[src/rtl/sync_fifo_flags.sv]
// Single-clock FIFO with occupancy count, almost-full/almost-empty thresholds,
// optional first-word-fall-through read, synchronous flush and sticky error flags.
module sync_fifo_flags #(
  parameter int DATA_WIDTH = 8,
  parameter int ADDR_WIDTH = 6,
  parameter int AF_THRESH  = 56,
  parameter int AE_THRESH  = 8,
  parameter int FWFT       = 0
) (
  input  logic                  clk,
  input  logic                  rst,
  input  logic                  wr_en,
  input  logic [DATA_WIDTH-1:0] data_in,
  input  logic                  rd_en,
  output logic [DATA_WIDTH-1:0] data_out,
  output logic                  rd_valid,
  input  logic                  flush,
  input  logic                  clr_err,
  output logic [ADDR_WIDTH:0]   count,
  output logic                  full,
  output logic                  empty,
  output logic                  almost_full,
  output logic                  almost_empty,
  output logic                  overflow,
  output logic                  underflow
);

  localparam int DEPTH = 1 << ADDR_WIDTH;
  localparam logic [ADDR_WIDTH:0]   DEPTH_C = DEPTH[ADDR_WIDTH:0];
  localparam logic [ADDR_WIDTH:0]   AF_C    = AF_THRESH[ADDR_WIDTH:0];
  localparam logic [ADDR_WIDTH:0]   AE_C    = AE_THRESH[ADDR_WIDTH:0];
  localparam logic [ADDR_WIDTH:0]   CNT_ONE = 1;
  localparam logic [ADDR_WIDTH-1:0] PTR_ONE = 1;

  logic [DATA_WIDTH-1:0] mem [DEPTH];

  logic [ADDR_WIDTH-1:0] wptr_q, wptr_d, rptr_q, rptr_d;
  logic [ADDR_WIDTH:0]   count_q, count_d;
  logic [DATA_WIDTH-1:0] dout_q, dout_d;
  logic                  rvalid_q, rvalid_d;
  logic                  ovf_q, ovf_d, unf_q, unf_d;
  logic                  wr_acc, rd_acc;

  // All status flags come from the registered count, never from this cycle's inputs.
  assign full         = (count_q == DEPTH_C);
  assign empty        = (count_q == '0);
  assign almost_full  = (count_q >= AF_C);
  assign almost_empty = (count_q <= AE_C);
  assign count        = count_q;
  assign overflow     = ovf_q;
  assign underflow    = unf_q;

  assign wr_acc = wr_en & ~full;
  assign rd_acc = rd_en & ~empty;

  always_comb begin
    wptr_d   = wptr_q;
    rptr_d   = rptr_q;
    count_d  = count_q;
    dout_d   = dout_q;
    rvalid_d = 1'b0;
    ovf_d    = ovf_q;
    unf_d    = unf_q;

    // Clear first so a same-cycle set wins.
    if (clr_err) begin
      ovf_d = 1'b0;
      unf_d = 1'b0;
    end
    if (wr_en && full && !flush)  ovf_d = 1'b1;
    if (rd_en && empty && !flush) unf_d = 1'b1;

    if (flush) begin
      wptr_d  = '0;
      rptr_d  = '0;
      count_d = '0;
    end else begin
      if (wr_acc) wptr_d = wptr_q + PTR_ONE;
      if (rd_acc) begin
        rptr_d   = rptr_q + PTR_ONE;
        dout_d   = mem[rptr_q];
        rvalid_d = 1'b1;
      end
      case ({wr_acc, rd_acc})
        2'b10:   count_d = count_q + CNT_ONE;
        2'b01:   count_d = count_q - CNT_ONE;
        default: count_d = count_q;
      endcase
    end
  end

  always_ff @(posedge clk or posedge rst) begin
    if (rst) begin
      wptr_q   <= '0;
      rptr_q   <= '0;
      count_q  <= '0;
      dout_q   <= '0;
      rvalid_q <= 1'b0;
      ovf_q    <= 1'b0;
      unf_q    <= 1'b0;
    end else begin
      wptr_q   <= wptr_d;
      rptr_q   <= rptr_d;
      count_q  <= count_d;
      dout_q   <= dout_d;
      rvalid_q <= rvalid_d;
      ovf_q    <= ovf_d;
      unf_q    <= unf_d;
    end
  end

  always_ff @(posedge clk) begin
    if (wr_acc && !flush) mem[wptr_q] <= data_in;
  end

  // FWFT presents the head word combinationally; it reads as zero while empty.
  generate
    if (FWFT != 0) begin : g_fwft
      assign data_out = empty ? '0 : mem[rptr_q];
      assign rd_valid = ~empty;
    end else begin : g_std
      assign data_out = dout_q;
      assign rd_valid = rvalid_q;
    end
  endgenerate

endmodule

[config.mk]
export PLATFORM = sky130hd
export DESIGN_NAME = sync_fifo_flags
export DESIGN_NICKNAME = d
export VERILOG_FILES = /design/src/rtl/sync_fifo_flags.sv
export SDC_FILE = /design/constraint.sdc
export NUM_CORES = 1
export LEC_CHECK = 0
export BUFFER_PORTS_ARGS = -buffer_cell sky130_fd_sc_hd__clkbuf_2
export CORE_ASPECT_RATIO = 0.5
export CORE_MARGIN = 4
export CORE_UTILIZATION = 35
export DETAILED_ROUTE_END_ITERATION = 7
export PLACE_DENSITY_LB_ADDON = 0.25
export SLEW_MARGIN = 25
export SYNTH_ARGS = -nofsm -noshare
export SYNTH_HDL_FRONTEND = slang
export SYNTH_SLANG_ARGS = --single-unit
[constraint.sdc]
create_clock -name clk -period 3.78 [get_ports clk]
set_input_delay 0.756 -clock clk [delete_from_list [all_inputs] [get_ports clk]]
set_output_delay 0.756 -clock clk [all_outputs]
set_load 0.05 [all_outputs]
==> flow_summary.json <==
{
  "grt_start_max_net_pins": 65,
  "drc": 0,
  "tightest_slew_ns": 1.04,
  "grt_pass1_wl_mm": 75.3,
  "leakage_uw": 0.00791,
  "multi_input_area_um2": 5060,
  "dr.pass1.iters": 5,
  "syn_area_um2": 21500,
  "clock_latency_ns": 0.58,
  "slew-limit-headroom_pct": 30.7,
  "fmax_mhz": 291,
  "area_growth_pct": 15.5,
  "synth_edf_count": 512,
  "antenna_left": 0,
  "grtUsageTotal_pct": 15.6,
  "synthTopCellsByArea": "edfxtp_1 71%, mux4_2 13%, dfrtp_1 3.5%",
  "place_congestion": 0.841,
  "cts_buffers": 50,
  "synth_warnings": 0,
  "p_int_uw": 11100,
  "fp.dieH_um": 183,
  "p_seq_share_pct": 45.2,
  "clockBufferDepth": 3,
  "overflow": 0,
  "cts_root_buffer": "clkbuf_16",
  "ys_seq_area_share_pct": 75.0,
  "cp-start-kind": "flip-flop",
  "fin_nets": 1218,
  "antenna_cells": 0,
  "vias": 10900,
  "cts-resized-gates": 0,
  "yosysTopAreaCell": "edfxtp_1",
  "synth_cells": 1084,
  "clock-sinks": 542,
  "synthTopCellsByCount": "512 x edfxtp_1, 123 x mux4_2, 88 x nor2_1",
  "cts_hold_buf": 0,
  "dp_hpwl_mm": 32.9,
  "hold_violations": 0,
  "finalCritPeriodShare_pct": 90.8,
  "skew_ns": 0.0218,
  "row_count": 63,
  "floorplan.initialDensity_pct": 35.9,
  "syn_avg_cell_area_um2": 19.8,
  "clkPwrFrac_pct": 33.8,
  "synth_seq_cells": 542,
  "syn-num-nets": 1102,
  "synth.distinct_cells": 54,
  "status": "completed",
  "comb_power_share_pct": 21.0,
  "yosysMostFrequentCell": "edfxtp_1",
  "cp.arrival_ns": 3.89,
  "path_class": "reg -> reg",
  "maxCapViolCount": 0,
  "path_clk_slew_ns": 0.07,
  "die-width_um": 359,
  "synth_top_area_share_pct": 71.5,
  "drive_above_1_share_pct": 28.1,
  "post_drt_wl_per_cell_um": 25.0,
  "critPathMaxFanout": 8,
  "power.density_nw_per_um2": 615,
  "h-tree-depth": 2,
  "switching_share_pct": 27.6,
  "fillers": 5194,
  "p_sw_uw": 4210,
  "cp.required_ns": 4.23,
  "async_reset_ff_share_pct": 5.54,
  "grt_setup_unrepaired": "no",
  "cts_tree": "built",
  "drv_slew": 0,
  "floorplan.core_area_um2": 60000,
  "hp-class": "in -> async",
  "period_minus_slack_ns": 3.43,
  "ys.flop_type": "edfxtp_1",
  "viasPerCell": 5.30,
  "finalSetupViolations": 0,
  "wl_mm": 51.2,
  "port_buffers": 35,
  "drtIter0Drc": 1231,
  "antenna_found_initial": 0,
  "grt_pass1_vias": 11000,
  "cts_setup_buffers": 0,
  "setup_tns_ns": 0,
  "total_power_uw": 15300,
  "end_kind": "flip-flop",
  "die_area_um2": 65700,
  "pin_count": 36,
  "ff_latch_area_um2": 16100,
  "ir_worst_vdd_mv": 0.304
}
==> stage by stage <==
step | setup WS, ns | instances | util, % | area (µm²) | hold slack (ns)
after floorplan | 0.0532 | 1084 | - | 21500 | 0.593
after global placement | 0.263 | 1960 | 38.7 | 23200 | 0.498
after detailed placement | 0.283 | 1960 | 38.7 | 23200 | 0.492
after CTS | 0.358 | 2049 | 41.4 | 24900 | 0.276
after global routing | 0.0794 | 2049 | 41.4 | 24900 | 0.325
final | 0.347 | 2049 | 41.4 | 24900 | 0.276
==> cell families (layout without fill, tap and decap cells) <==
| family | after synthesis | after routing | synth area share, % |
|---|---|---|---|
| flops | 542 | 542 | 75.0 |
| simple gates | 184 | 184 | 4.16 |
| mux | 183 | 183 | 15.7 |
| compound gates | 85 | 85 | 2.88 |
| buf+inv | 75 | 228 | 1.59 |
| xor+xnor | 11 | 11 | 0.448 |
| fa+ha+maj | 4 | 4 | 0.233 |
==> cell type report <==
class / instances / area share, %
Timing Repair Buffer: 129 / 3.81
Sequential cell: 542 / 64.9
Clock buffer: 68 / 5.56
Clock inverter: 21 / 1.10
Tap cell: 812 / 4.09
Multi-Input combinational cell: 467 / 20.4
Inverter: 10 / 0.151
==> layout by cell type, fill, tap and decap left out, types with 3 or more instances in the layout <==
master,count
buf_4,90
nor2_1,88
or3_1,5
a221oi_1,4
clkinv_1,7
mux2_2,10
nand2_1,18
xnor2_1,5
mux2i_1,50
mux4_2,123
dfrtp_1,23
buf_12,5
ha_1,4
nand4_1,4
inv_1,8
or4_1,11
a22o_1,5
nor2b_1,5
a22oi_1,14
or3b_2,5
and3_1,5
nor3_1,18
a21oi_1,7
clkbuf_1,15
xor2_1,6
clkbuf_16,53
clkbuf_2,33
bufinv_16,7
o211ai_1,3
clkinv_2,8
dfrtp_2,5
nand3b_1,8
edfxtp_1,512
a31o_1,4
o22ai_1,16
o221ai_1,3
o21ai_0,12
nand3_1,10
==> flip-flops by register name (all words and copies together), names as in the netlist <==
signal,count
overflow,1
rd_valid,1
wptr_q,6
data_out,8
count,7
underflow,1
mem,512
rptr_q,6
==> per-layer routing <==
metal	routed length, µm	up-vias	part of all wire, %	global-route usage, %
met2	24300	348	47	25.0
met3	3330	86	6.5	3.10
met4	1460	0	2.8	4.82
li1	-	4682	-	-
met5	0	-	0	0
met1	22200	5741	43	21.7
==> path summary, 6_finish.rpt <==
kind	from	to	slack, ns	cells after the start
min reg2reg	underflow	underflow	0.50	1
min	rst	count[5]	0.28	2
max reg2reg	count[0]	count[6]	0.35	10
max in group asynchronous	rst	data_out[4]	2.81	3
min in group clk	clr_err	overflow	0.48	3
max	count[0]	count[6]	0.35	10
==> worst max-delay path: stages, from the launching register on <==
cell and delay [ns]:
dfrtp_2 0.45, or3_1 0.52, o31ai_1 0.36, nor2_1 0.13
xor2_1 0.17, ha_1 0.22, or4_1 0.42, o21ai_0 0.13
or4b_1 0.43, a21oi_1 0.14, mux2_2 0.34
==> power groups by stage <==
stage	Combinational [µW]	Sequential (µW)	Clock [µW]
2_1_floorplan	2110	7150	0
6_report	3210	6910	5160
3_5_place_dp	3250	7040	0
4_1_cts	3260	6910	5250
5_1_grt	3430	6930	5520
3_3_place_gp	3220	7030	0
No activity file was read; power rests on OpenSTA's default activity.
